--- src/rtl/dlx_pipe_pkg.sv ---
// Shared definitions for the DLX pipeline hazard controller:
// controller state encoding and EX operand source selects.
package dlx_pipe_pkg;

    typedef enum logic [1:0] {
        ST_FILL     = 2'd0,
        ST_RUN      = 2'd1,
        ST_LD_STALL = 2'd2,
        ST_FLUSH    = 2'd3
    } hz_state_t;

    localparam logic [1:0] FWD_RF    = 2'd0;
    localparam logic [1:0] FWD_EXMEM = 2'd1;
    localparam logic [1:0] FWD_MEMWB = 2'd2;

endpackage

--- src/rtl/hazard_scoreboard.sv ---
// EX/MEM/WB destination scoreboard with source comparators.
// PIPE_FORWARD_EN selects load-use-only hazards plus forward selects.
import dlx_pipe_pkg::*;

module hazard_scoreboard #(
    parameter int REG_AW = 5
) (
    input  logic              clk,
    input  logic              rst,
    input  logic              id_valid,
    input  logic [REG_AW-1:0] rs1,
    input  logic [REG_AW-1:0] rs2,
    input  logic              use_rs1,
    input  logic              use_rs2,
    input  logic [REG_AW-1:0] rd,
    input  logic              regwrite,
    input  logic              memread,
    input  logic              bubble,
    output logic              hazard,
    output logic [1:0]        sel_a,
    output logic [1:0]        sel_b
);

    // index 0 = EX, 1 = MEM, 2 = WB
    logic [2:0]        v_q;
    logic [2:0]        rw_q;
    logic [2:0]        mr_q;
    logic [REG_AW-1:0] rd_q [3];
    logic              ld;

    assign ld = id_valid & ~bubble;

    always_ff @(negedge clk or posedge rst) begin
        if (rst) begin
            v_q     <= '0;
            rw_q    <= '0;
            mr_q    <= '0;
            rd_q[0] <= '0;
            rd_q[1] <= '0;
            rd_q[2] <= '0;
        end else begin
            v_q     <= {v_q[1:0], ld};
            rw_q    <= {rw_q[1:0], ld & regwrite};
            mr_q    <= {mr_q[1:0], ld & memread};
            rd_q[2] <= rd_q[1];
            rd_q[1] <= rd_q[0];
            rd_q[0] <= ld ? rd : '0;
        end
    end

    // r0 is hard-wired zero, so it never carries a dependency
    function automatic logic hit(input logic u,
                                 input logic [REG_AW-1:0] s,
                                 input logic [REG_AW-1:0] d);
        return u && (s != '0) && (s == d);
    endfunction

    logic ex_a, ex_b, mem_a, mem_b;
    logic ex_wr, mem_wr, lu, raw;

    assign ex_a   = hit(use_rs1, rs1, rd_q[0]);
    assign ex_b   = hit(use_rs2, rs2, rd_q[0]);
    assign mem_a  = hit(use_rs1, rs1, rd_q[1]);
    assign mem_b  = hit(use_rs2, rs2, rd_q[1]);
    assign ex_wr  = v_q[0] & rw_q[0];
    assign mem_wr = v_q[1] & rw_q[1];
    assign lu     = id_valid & v_q[0] & mr_q[0] & (ex_a | ex_b);
    assign raw    = id_valid & ((ex_wr & (ex_a | ex_b))
                              | (mem_wr & (mem_a | mem_b)));

`ifdef PIPE_FORWARD_EN
    assign hazard = lu;
    assign sel_a  = !id_valid       ? FWD_RF    :
                    (ex_wr & ex_a)  ? FWD_EXMEM :
                    (mem_wr & mem_a) ? FWD_MEMWB : FWD_RF;
    assign sel_b  = !id_valid       ? FWD_RF    :
                    (ex_wr & ex_b)  ? FWD_EXMEM :
                    (mem_wr & mem_b) ? FWD_MEMWB : FWD_RF;
`else
    assign hazard = raw | lu;
    assign sel_a  = FWD_RF;
    assign sel_b  = FWD_RF;
`endif

endmodule

--- src/rtl/pipe_hazard_ctrl.sv ---
// DLX hazard control: post-reset fill, RAW/load-use stalls, branch flush.
// Build with PIPE_FORWARD_EN to enable operand forwarding.
import dlx_pipe_pkg::*;

module pipe_hazard_ctrl #(
    parameter int FILL_CYCLES = 4,
    parameter int REG_AW      = 5
) (
    input  logic              clk,
    input  logic              rst,
    input  logic              id_valid,
    input  logic [REG_AW-1:0] id_rs1,
    input  logic [REG_AW-1:0] id_rs2,
    input  logic              id_use_rs1,
    input  logic              id_use_rs2,
    input  logic [REG_AW-1:0] id_rd,
    input  logic              id_regwrite,
    input  logic              id_memread,
    input  logic              id_branch_taken,
    output logic              stall_if,
    output logic              stall_id,
    output logic              bubble_ex,
    output logic              kill_if,
    output logic [1:0]        fwd_a_sel,
    output logic [1:0]        fwd_b_sel,
    output logic              busy
);

    localparam int CW = $clog2(FILL_CYCLES) + 1;
    localparam logic [CW-1:0] FILL_LAST = CW'(FILL_CYCLES - 1);

    hz_state_t     state, state_nx;
    logic [CW-1:0] fill_cnt;
    logic          hazard;
    logic [1:0]    sel_a, sel_b;
    logic          br;

    hazard_scoreboard #(.REG_AW(REG_AW)) u_sb (
        .clk      (clk),
        .rst      (rst),
        .id_valid (id_valid),
        .rs1      (id_rs1),
        .rs2      (id_rs2),
        .use_rs1  (id_use_rs1),
        .use_rs2  (id_use_rs2),
        .rd       (id_rd),
        .regwrite (id_regwrite),
        .memread  (id_memread),
        .bubble   (bubble_ex),
        .hazard   (hazard),
        .sel_a    (sel_a),
        .sel_b    (sel_b)
    );

    assign br   = id_valid & id_branch_taken;
    assign busy = (state != ST_RUN);

    always_ff @(negedge clk or posedge rst) begin
        if (rst) begin
            state    <= ST_FILL;
            fill_cnt <= '0;
        end else begin
            state    <= state_nx;
            fill_cnt <= (state == ST_FILL) ? fill_cnt + CW'(1) : '0;
        end
    end

    // A stall outranks a branch; the branch is re-seen once ID is released
    always_comb begin
        state_nx  = state;
        stall_if  = 1'b0;
        stall_id  = 1'b0;
        bubble_ex = 1'b0;
        kill_if   = 1'b0;
        unique case (state)
            ST_FILL: begin
                stall_if  = 1'b1;
                stall_id  = 1'b1;
                bubble_ex = 1'b1;
                if (fill_cnt == FILL_LAST) state_nx = ST_RUN;
            end
            ST_RUN, ST_LD_STALL: begin
                if (hazard) begin
                    stall_if  = 1'b1;
                    stall_id  = 1'b1;
                    bubble_ex = 1'b1;
                    state_nx  = ST_LD_STALL;
                end else if (br) begin
                    kill_if  = 1'b1;
                    state_nx = ST_FLUSH;
                end else begin
                    state_nx = ST_RUN;
                end
            end
            ST_FLUSH: begin
                bubble_ex = 1'b1;
                state_nx  = ST_RUN;
            end
            default: state_nx = ST_FILL;
        endcase
    end

    always_ff @(negedge clk or posedge rst) begin
        if (rst) begin
            fwd_a_sel <= FWD_RF;
            fwd_b_sel <= FWD_RF;
        end else if (!stall_id) begin
            fwd_a_sel <= bubble_ex ? FWD_RF : sel_a;
            fwd_b_sel <= bubble_ex ? FWD_RF : sel_b;
        end
    end

endmodule

--- config.mk ---
export PLATFORM = sky130hd
export DESIGN_NAME = pipe_hazard_ctrl
export DESIGN_NICKNAME = d
export VERILOG_FILES = /design/src/rtl/dlx_pipe_pkg.sv /design/src/rtl/hazard_scoreboard.sv /design/src/rtl/pipe_hazard_ctrl.sv
export SDC_FILE = /design/constraint.sdc
export NUM_CORES = 1
export LEC_CHECK = 0
export BUFFER_PORTS_ARGS = -buffer_cell sky130_fd_sc_hd__buf_2
export CORE_MARGIN = 10
export CORE_UTILIZATION = 51
export DETAILED_ROUTE_END_ITERATION = 10
export HOLD_SLACK_MARGIN = 0.15
export PLACE_DENSITY_LB_ADDON = 0.12
export RECOVER_POWER = 25
export SETUP_SLACK_MARGIN = 0.5
export SYNTH_ARGS = -nofsm -noshare
export SYNTH_HDL_FRONTEND = slang
export SYNTH_HIERARCHICAL = 1
export SYNTH_SLANG_ARGS = --single-unit
--- constraint.sdc ---
create_clock -name clk -period 2 [get_ports clk]
set_input_delay 0.2 -clock clk [delete_from_list [all_inputs] [get_ports clk]]
set_output_delay 0.2 -clock clk [all_outputs]
set_load 0.01 [all_outputs]
After elaboration in Yosys (flattened, before gate mapping). Cells that the tools add are included.

Register bits after elaboration: 20. Output and inout port bits: 9. Input port bits: 23.

$add $sub $neg: 1. Bitwise gates (word level): 17. Reduce and logical (&&, ||, !) cells: 11. Muxes and demuxes: 12. Equal/unequal tests: 10.

Operators by type and width (count): 5-bit equality test (4); 1-bit bitwise AND (12); 5-bit nonzero test (2); 1-bit logical AND (6); 2-bit two-way mux (3); 2-bit one-hot mux with 3 select lines (1); 5-bit two-way mux (1); 2-bit equality test, second input constant (2); 1-bit two-way mux (4); 2-bit by 1-bit != test with 1-bit output, second input constant (2); 1-bit OR (4); 1-bit one-hot mux with 2 select lines (2); 2-bit OR reduction (2); 3-bit by 1-bit adder with 3-bit output, second input constant (1); 3-bit by 2-bit equality test with 1-bit output, second input constant (1); 3-bit two-way mux (1); 2-bit by 1-bit equality test with 1-bit output, second input constant (1); 2-bit zero test (1); 1-bit NOT (1).

Logic depth before layout (Yosys ltp). Gate-level depths: netlist of run 1.

Depth in word-level cells: 13. Mapped depth: 7. Depth with buffers taken out: 7.

By module. The synthesis of run 1 kept the hierarchy.

Modules (own cells, without submodules): hazard_scoreboard (times used 1, sequential area each 375.4 µm², cells each 66, area each 737.0 µm²); pipe_hazard_ctrl (times used 1, sequential area each 225.2 µm², cells each 49, area each 473.0 µm²).

==> flow_summary.yaml, run 1 <==
power_and_ir_drop:
  max-vdd-ir-drop_mv: 0.602
  p_leak_nw: 0.910
  total_power_mw: 0.949
  p_per_area_nw_per_um2: 530
sta:
  worst_slack_ns: -1.16
  holdWs_ns: 0.329
  final-hold-violation-count: 0
  finalMaxSlewViolations: 0
  fin_skew_ns: 0.00461
  setup_viol: 23
  finalSetupTns_ns: -13.91
  rsz0062_at_grt: "yes"
floorplanning:
  core_area_sq_um: 2230
  ios: 32
  die_y_microns: 68.7
  rows: 17
  die_width_microns: 68.7
  start_util_pct: 54.2
  die_area_sq_um: 4720
route:
  vias: 989
  drc: 0
  final_antenna_net_count: 0
  avgViaCountPerCell: 4.95
  wirelength_microns: 3000
  wire_per_inst_microns: 15.0
  dr.pass1.iters: 4
  drtIter0Drc: 30
final_layout:
  drive_gt1_share_pct: 48.8
  antenna_cells: 0
  fin_area_sq_um: 1790
  most-common-layout-cells: "dfrtn_1, buf_2, buf_4, xor2_1, buf_6"
  area_growth_pct: 48.1
  nNetsFinal: 202
logic_synthesis:
  syn-cell-area_sq_um: 1210
  ys_ff_latch: 24
  yosysSeqAreaShare_pct: 49.6
  yosys_warnings: 6
  syn_avg_cell_area_sq_um: 10.5
  synth_cell_types: 23
  synth_cells: 115
global_route:
  grt_first_pass_wirelength_microns: 4590
  grt_max_degree: 16
  antenna_found_initial: 0
  gr-usage-all-layers_pct: 12.8
  overflow: 0
  grt_pass1_vias: 1080
place:
  io_buffers: 31
  gp_congestion: 0.797
  place.detailed.hpwl_microns: 2120
  placed_cell_area_sq_um: 1550
worst_setup_path:
  crit_path_start_kind: "register"
  critPathCaptureType: "output port"
  critPathLaunch: "u_sb/rd_q[6]"
  timing.rr.start: "u_sb/rd_q[6]"
  cp_data_arrival_time_ns: 2.96
  r2r_slack_ns: -0.11
  cp_data_required_time_ns: 1.80
  r2r_end: "fwd_b_sel[1]"
  critPathKind: "register to output port"
  cp_max_fo: 2
  reg2reg_depth: 10
  endpoint: "kill_if"
min_path:
  hold_start: "u_sb/rw_q[0]"
  hold_class: "register to register"
cts:
  cts.clk_slew.worst_paths_ns: 0.08
  clk_latency_ns: 0.30
  cts-buffers-inserted: 3
  clockBufferDepth: 2
  root_buffer: "clkbuf_4"
  htree_levels: 1
  cts_tree: "built"
  clock-sinks: 24
status:
  violations: "setup timing"
  status: "complete, but fails checks"
job:
  maxCapViolations: 0
==> routing by layer <==
metal / track usage, % / share of wire, %
met1: 15.5 / 44
met4: 5.17 / 1.6
met2: 20.6 / 47
met5: 0 / 0
met3: 4.03 / 7.1
==> cells in the mapped netlist <==
cell,count,area share [%]
a21oi_1,3,1.2
a22oi_1,2,1.2
a32o_1,1,0.83
and2_1,9,4.7
and3_1,1,0.52
buf_4,5,3.1
conb_1,1,0.31
dfrtn_1,24,50
ha_1,5,5.2
inv_1,7,2.2
nand2_1,4,1.2
nand2b_1,2,1.0
nand2b_2,1,0.72
nand3_1,1,0.41
nor2_1,6,1.9
nor2b_1,6,3.1
nor4_1,4,2.1
o211ai_1,1,0.62
o21ai_0,6,2.5
o21ai_1,2,0.83
o22ai_1,2,1.0
or4_1,2,1.2
xor2_1,20,14
==> report_power, final <==
part           total [mW]  internal (mW)  switching (mW)
registers           0.534          0.516          0.0180
clock network       0.200         0.0704           0.129
logic               0.216          0.115           0.101
==> worst max-delay path, cell delays in order (launching register included) <==
cell and delay, ns:
dfrtn_1 0.49, xor2_2 0.09, nor4_2 0.27, a22oi_1 0.14, o22ai_2 0.19, nand2b_4 0.17
inv_2 0.05, and3_4 0.14, buf_6 0.11
==> worst min-delay path by stage <==
stage | endpoint | slack [ns] | cells past startpoint
detailed placement | u_sb/rw_q[1] | 0.33 | 0
finish | u_sb/rw_q[1] | 0.33 | 0
CTS | u_sb/rw_q[1] | 0.33 | 0
floorplan | u_sb/v_q[1] | 0.31 | 0
global placement | u_sb/rw_q[1] | 0.32 | 0
global route | u_sb/rw_q[1] | 0.35 | 0
==> metrics by stage <==
stage          worst slack, ns  utilization [%]  std cells
2_1_floorplan           -0.695                -        118
3_3_place_gp            -0.884             69.5        190
3_5_place_dp            -0.917             69.5        190
4_1_cts                  -1.13             73.9        196
5_1_grt                  -1.29             80.2        200
6_report                 -1.16             80.2        200
==> kinds of logic after synthesis <==
group / share of synthesized area [%]
xor gates and xnor gates: 14.5
AOI/OAI and AO/OA: 8.27
and+or+nand+nor: 16.9
other: 0.310
DFF: 49.6
buffers and inverters: 5.27
adders and majority gates: 5.17
==> flip-flops by register name, indices dropped and copies added, names as in the netlist <==
| signal | flops |
|---|---|
| fwd_a_sel | 2 |
| u_sb/mr_q | 1 |
| state | 2 |
| u_sb/rd_q | 10 |
| fwd_b_sel | 2 |
| fill_cnt | 3 |
| u_sb/rw_q | 2 |
| u_sb/v_q | 2 |
==> repair_timing <==
item | 4_1_cts | 5_1_grt
resized for setup | 17 | 22
hold buffers | 0 | 0
setup endpoints to repair | 23 | 23
buffers inserted | 3 | 4
pin swaps | 5 | 6
==> layout make-up <==
cell class / count / area, sq um
fillers: 148 / 442
inverters: 7 / 26.3
clock buffers: 3 / 22.5
repair buffers: 56 / 413
multi-input cells: 82 / 694
flip-flops and latches: 24 / 601
well taps: 28 / 35.0
Note: power is estimated with default switching activity, not from simulation.
==> inputs of run 2 (changes only) <==
- CAP_MARGIN: default -> 25
- clock period: 2 -> 3.35 ns (I/O delays scaled with it)
==> run 2 against run 1 <==
Effect of this change:
- the run still ends with setup timing left
- wire length fell by 10%
- flip-flop and latch count did not move
- cell count fell by 5.5%
- hold slack got worse by 0.0086 ns
- sequential share of layout area rose by 2.2 points
- core utilization fell by 4.9 points
- register-to-register slack improved by 1.5 ns
- largest cell class unchanged
==> flow_summary.yaml, run 2 (synthesis results as in run 1) <==
route:
  wire_per_inst_microns: 14.2
  wirelength_microns: 2680
  dr.pass1.iters: 4
  vias: 932
  drtIter0Drc: 21
  avgViaCountPerCell: 4.93
  final_antenna_net_count: 0
  drc: 0
worst_setup_path:
  crit_path_start_kind: "register"
  r2r_slack_ns: 1.39
  cp_data_required_time_ns: 3.01
  timing.rr.start: "u_sb/rd_q[14]"
  cp_max_fo: 3
  cp_data_arrival_time_ns: 3.69
  critPathKind: "register to output port"
  reg2reg_depth: 10
  endpoint: "stall_if"
  r2r_end: "fwd_b_sel[0]"
  critPathCaptureType: "output port"
  critPathLaunch: "u_sb/rd_q[14]"
global_route:
  gr-usage-all-layers_pct: 11.9
  grt_max_degree: 16
  grt_pass1_vias: 988
  grt_first_pass_wirelength_microns: 4300
  overflow: 0
  antenna_found_initial: 0
floorplanning:
  die_y_microns: 68.7
  rows: 17
  start_util_pct: 54.2
  die_area_sq_um: 4720
  ios: 32
  die_width_microns: 68.7
  core_area_sq_um: 2230
sta:
  setup_viol: 12
  finalMaxSlewViolations: 0
  fin_skew_ns: 0.00211
  worst_slack_ns: -0.676
  final-hold-violation-count: 0
  rsz0062_at_grt: "yes"
  max-slew-margin-rel_pct: 64.1
  tightest_slew_ns: 0.537
cts:
  clock-sinks: 24
  cts.clk_slew.worst_paths_ns: 0.08
  root_buffer: "clkbuf_4"
  clockBufferDepth: 2
  cts-buffers-inserted: 3
  clk_latency_ns: 0.30
  htree_levels: 1
  cts_tree: "built"
final_layout:
  regMostFlops: "u_sb/rd_q"
  mostFrequentLayoutCell: "dfrtn_1"
  largest_register_ffs: 10
  reg_top3: "u_sb/rd_q (10), fill_cnt (3)"
  drive_gt1_share_pct: 46.0
  stdcell_count: 189
  nNetsFinal: 190
  most-common-layout-cells: "dfrtn_1, buf_2, xor2_1, buf_6, buf_4"
  fin_util_pct: 75.3
  antenna_cells: 0
  area_growth_pct: 39.0
status:
  violations: "setup timing"
  status: "complete, but fails checks"
place:
  place.detailed.hpwl_microns: 2030
  place_inst: 178
  gp_congestion: 0.815
  io_buffers: 31
min_path:
  hold_class: "register to register"
power_and_ir_drop:
  p_leak_nw: 0.861
  max-vdd-ir-drop_mv: 0.328
  p_per_area_nw_per_um2: 345
job:
  maxCapViolations: 0
## run 2: area by class of cell
cell class / count / area (sq um)
repair buffers: 44 / 324
clock buffers: 4 / 36.3
fillers: 153 / 552
well taps: 28 / 35.0
flip-flops and latches: 24 / 601
inverters: 7 / 26.3
multi-input cells: 82 / 659
## run 2: critical path, cell delays in order, from the launching register on
cell and delay (ns):
dfrtn_1 0.50, xor2_2 0.09, nor4_2 0.32, a22oi_1 0.12, o22ai_2 0.21, buf_4 0.15
a21oi_2 0.05, nor2_2 0.13, buf_2 0.15
## run 2: how the worst min path moves through the flow
stage	depth (start not counted)	from	to	slack [ns]
floorplan	0	u_sb/v_q[0]	u_sb/v_q[1]	0.31
global placement	0	u_sb/v_q[0]	u_sb/v_q[1]	0.32
detailed placement	0	u_sb/rw_q[0]	u_sb/rw_q[1]	0.32
CTS	0	u_sb/rw_q[0]	u_sb/rw_q[1]	0.32
global route	0	u_sb/rw_q[0]	u_sb/rw_q[1]	0.33
finish	0	u_sb/rw_q[0]	u_sb/rw_q[1]	0.32
## run 2: layer usage
metal / GRT usage (%) / up-vias / wire length [microns]
li1: - / 464 / -
met2: 18.7 / 31 / 1230
met5: 0 / - / 0
met3: 4.99 / 6 / 264
met4: 4.43 / 0 / 37
met1: 14.3 / 431 / 1150
## run 2: timing repair
action                     CTS  global route
setup endpoints to repair   23            23
hold buffers                 0             0
resized for setup           21            21
pin swaps                    7             3
setup buffers                5             2
## run 2: power breakdown
part / total, mW / switching (mW) / internal (mW) / leakage, nW
Clock: 0.149 / 0.0825 / 0.0664 / 0.0210
Sequential: 0.319 / 0.0110 / 0.308 / 0.308
Combinational: 0.113 / 0.0523 / 0.0607 / 0.533
## run 2: through the flow
stage	hold WS, ns	instance area, sq um	setup TNS (ns)	setup slack, ns	power (mW)
3_3_place_gp	0.317	1450	-4.88	-0.427	0.408
3_5_place_dp	0.319	1450	-5.82	-0.488	0.411
2_1_floorplan	0.314	1250	-0.305	-0.155	0.374
5_1_grt	0.326	1680	-4.24	-0.810	0.611
4_1_cts	0.320	1600	-3.12	-0.675	0.571
6_report	0.321	1680	-3.06	-0.676	0.581
==> inputs of run 3 (changes only) <==
- BUFFER_PORTS_ARGS: -buffer_cell sky130_fd_sc_hd__buf_2 -> -buffer_cell sky130_fd_sc_hd__buf_4
==> run 3 against run 2 <==
Effect of this change:
- the run still ends with setup timing left
- combinational power is 15% higher
- worst setup slack better by 0.023 ns
- final area is 7.1% higher
- power is 3.0% higher
- register-to-register slack worse by 0.21 ns
- sequential power hardly changed
- count of clock-buffer cells in the layout stayed put
- cell count is 3.2% higher
- die area stayed put
- non-clock buffer count is 6 higher
- global-route usage is 0.62 points higher
- wire length is 15% higher
==> flow_summary.yaml, run 3 (synthesis results as in run 1) <==
status:
  status: "complete, but fails checks"
  violations: "setup timing"
floorplanning:
  core_area_sq_um: 2230
  die_width_microns: 68.7
  rows: 17
  die_y_microns: 68.7
  ios: 32
  die_area_sq_um: 4720
  start_util_pct: 54.2
power_and_ir_drop:
  max-vdd-ir-drop_mv: 0.335
  power.switching_mw: 0.150
  p_int_mw: 0.449
  p_per_area_nw_per_um2: 332
  seqPwrFrac_pct: 53.4
  clkPwrFrac_pct: 24.9
  switching_share_pct: 25.0
  combinationalPowerShare_pct: 21.7
  p_leak_nw: 0.918
sta:
  worst_slack_ns: -0.653
  finalMaxSlewViolations: 0
  final-hold-violation-count: 0
  finalSetupTns_ns: -4.40
  setup_viol: 16
  rsz0062_at_grt: "yes"
  max-slew-margin-rel_pct: 62.6
  tightest_slew_ns: 0.560
  fin_skew_ns: 0.00241
final_layout:
  num-fill-cells: 141
  fin_util_pct: 80.7
  largest_register_ffs: 10
  seq_area_sq_um: 601
  antenna_cells: 0
  reg_top3: "u_sb/rd_q (10), fill_cnt (3)"
  area_growth_pct: 48.9
  nNetsFinal: 196
  most-common-layout-cells: "buf_4, dfrtn_1, xor2_1, buf_6"
  regMostFlops: "u_sb/rd_q"
  drive_gt1_share_pct: 44.9
  mostFrequentLayoutCell: "buf_4"
  multiInputGateArea_sq_um: 653
place:
  gp_congestion: 0.833
  place.detailed.hpwl_microns: 2090
  io_buffers: 31
cts:
  cts.clk_slew.worst_paths_ns: 0.08
  clk_latency_ns: 0.30
  clock-sinks: 24
  cts_tree: "built"
  cts-buffers-inserted: 3
  root_buffer: "clkbuf_4"
  htree_levels: 1
  clockBufferDepth: 2
route:
  avgViaCountPerCell: 4.98
  wl_met1_microns: 1350
  wl_met2_microns: 1480
  wl_met3_microns: 216
  final_antenna_net_count: 0
  top_layer: "met4"
  wirelength_microns: 3070
  vias: 972
  drtIter0Drc: 42
  dr.pass1.iters: 3
  wire_per_inst_microns: 15.8
  drc: 0
worst_setup_path:
  cp_max_fo: 3
  endpoint: "stall_if"
  cp_data_required_time_ns: 3.01
  crit_path_top_delay_cell: "dfrtn_1"
  r2r_end: "fwd_b_sel[1]"
  cp_data_arrival_time_ns: 3.67
  r2r_slack_ns: 1.18
  critPathKind: "register to output port"
  critPathMaxStageDelay_ns: 0.38
  timing.rr.start: "u_sb/rw_q[0]"
  critPathLaunch: "u_sb/rd_q[14]"
  crit_path_start_kind: "register"
  reg2reg_depth: 11
  path_common_cell: "buf_4"
  critPathCaptureType: "output port"
  path_cells: "xor2_1, nor4_1, a22oi_1, o22ai_2, buf_4, a21oi_4, nor2_4, buf_4"
global_route:
  grt_pass1_vias: 1064
  overflow: 0
  gr-usage-all-layers_pct: 12.5
  grt_first_pass_wirelength_microns: 4620
  antenna_found_initial: 0
  grt_max_degree: 16
min_path:
  hold_class: "register to register"
job:
  maxCapViolations: 0
[run 3: changes by cell type in the layout (fill, tap and decap cells not counted), moves of 2 or more]
cell,previous run,this run
buf_2,22,0
buf_4,10,32
buf_6,11,16
and2_1,2,4
and2_4,7,5
inv_1,4,6
inv_2,3,1
[run 3: worst min-delay path by stage]
stage                            start  slack [ns]      endpoint  depth (start not counted)
final                     u_sb/rw_q[0]        0.34  u_sb/rw_q[1]                          0
after global placement    u_sb/rw_q[0]        0.32  u_sb/rw_q[1]                          0
after detailed placement   u_sb/v_q[0]        0.33   u_sb/v_q[1]                          0
after CTS                  u_sb/v_q[0]        0.33   u_sb/v_q[1]                          0
after global routing      u_sb/rw_q[0]        0.35  u_sb/rw_q[1]                          0
after floorplan            u_sb/v_q[0]        0.31   u_sb/v_q[1]                          0
[run 3: routing by layer]
metal / global-route usage [%] / vias to the layer above
li1: - / 474
met1: 15.1 / 466
met2: 20.4 / 28
met3: 4.03 / 4
met4: 4.68 / 0
met5: 0 / -
[run 3: power groups by stage]
stage	clock (mW)	combinational, mW	sequential [mW]
floorplan	0	0.0499	0.324
global placement	0	0.0982	0.323
detailed placement	0	0.0999	0.324
CTS	0.151	0.114	0.319
global route	0.165	0.141	0.321
finish	0.149	0.130	0.319
[run 3: repair_timing]
item	4_1_cts	5_1_grt
hold buffers	0	0
setup buffers	7	4
pin swaps	8	7
resized for setup	24	18
endpoints found under the setup margin	22	23
[run 3: critical path, delay by kind of cell, from the launching register on]
family	cells	cell delay [ns]
AND/OR/NAND/NOR	2	0.45
flip-flops	1	0.38
AO/OA/AOI/OAI	3	0.39
XOR/XNOR	1	0.17
buffers and inverters	2	0.29
[run 3: per-stage QoR]
step	hold WS (ns)	worst slack, ns	cells	power (mW)	area, sq um
finish	0.337	-0.653	195	0.599	1800
CTS	0.329	-0.625	191	0.584	1700
global route	0.347	-0.747	195	0.627	1800
floorplan	0.314	-0.155	118	0.374	1250
detailed placement	0.327	-0.418	180	0.424	1540
global placement	0.316	-0.406	180	0.422	1540
[run 3: layout make-up]
| class | instances | share of cell area, % |
|---|---|---|
| multi-input combinational | 82 | 36.2 |
| inverter | 7 | 1.46 |
| tap | 28 | 1.94 |
| timing repair buffer | 50 | 25.0 |
| clock buffer | 4 | 2.01 |
| sequential | 24 | 33.3 |
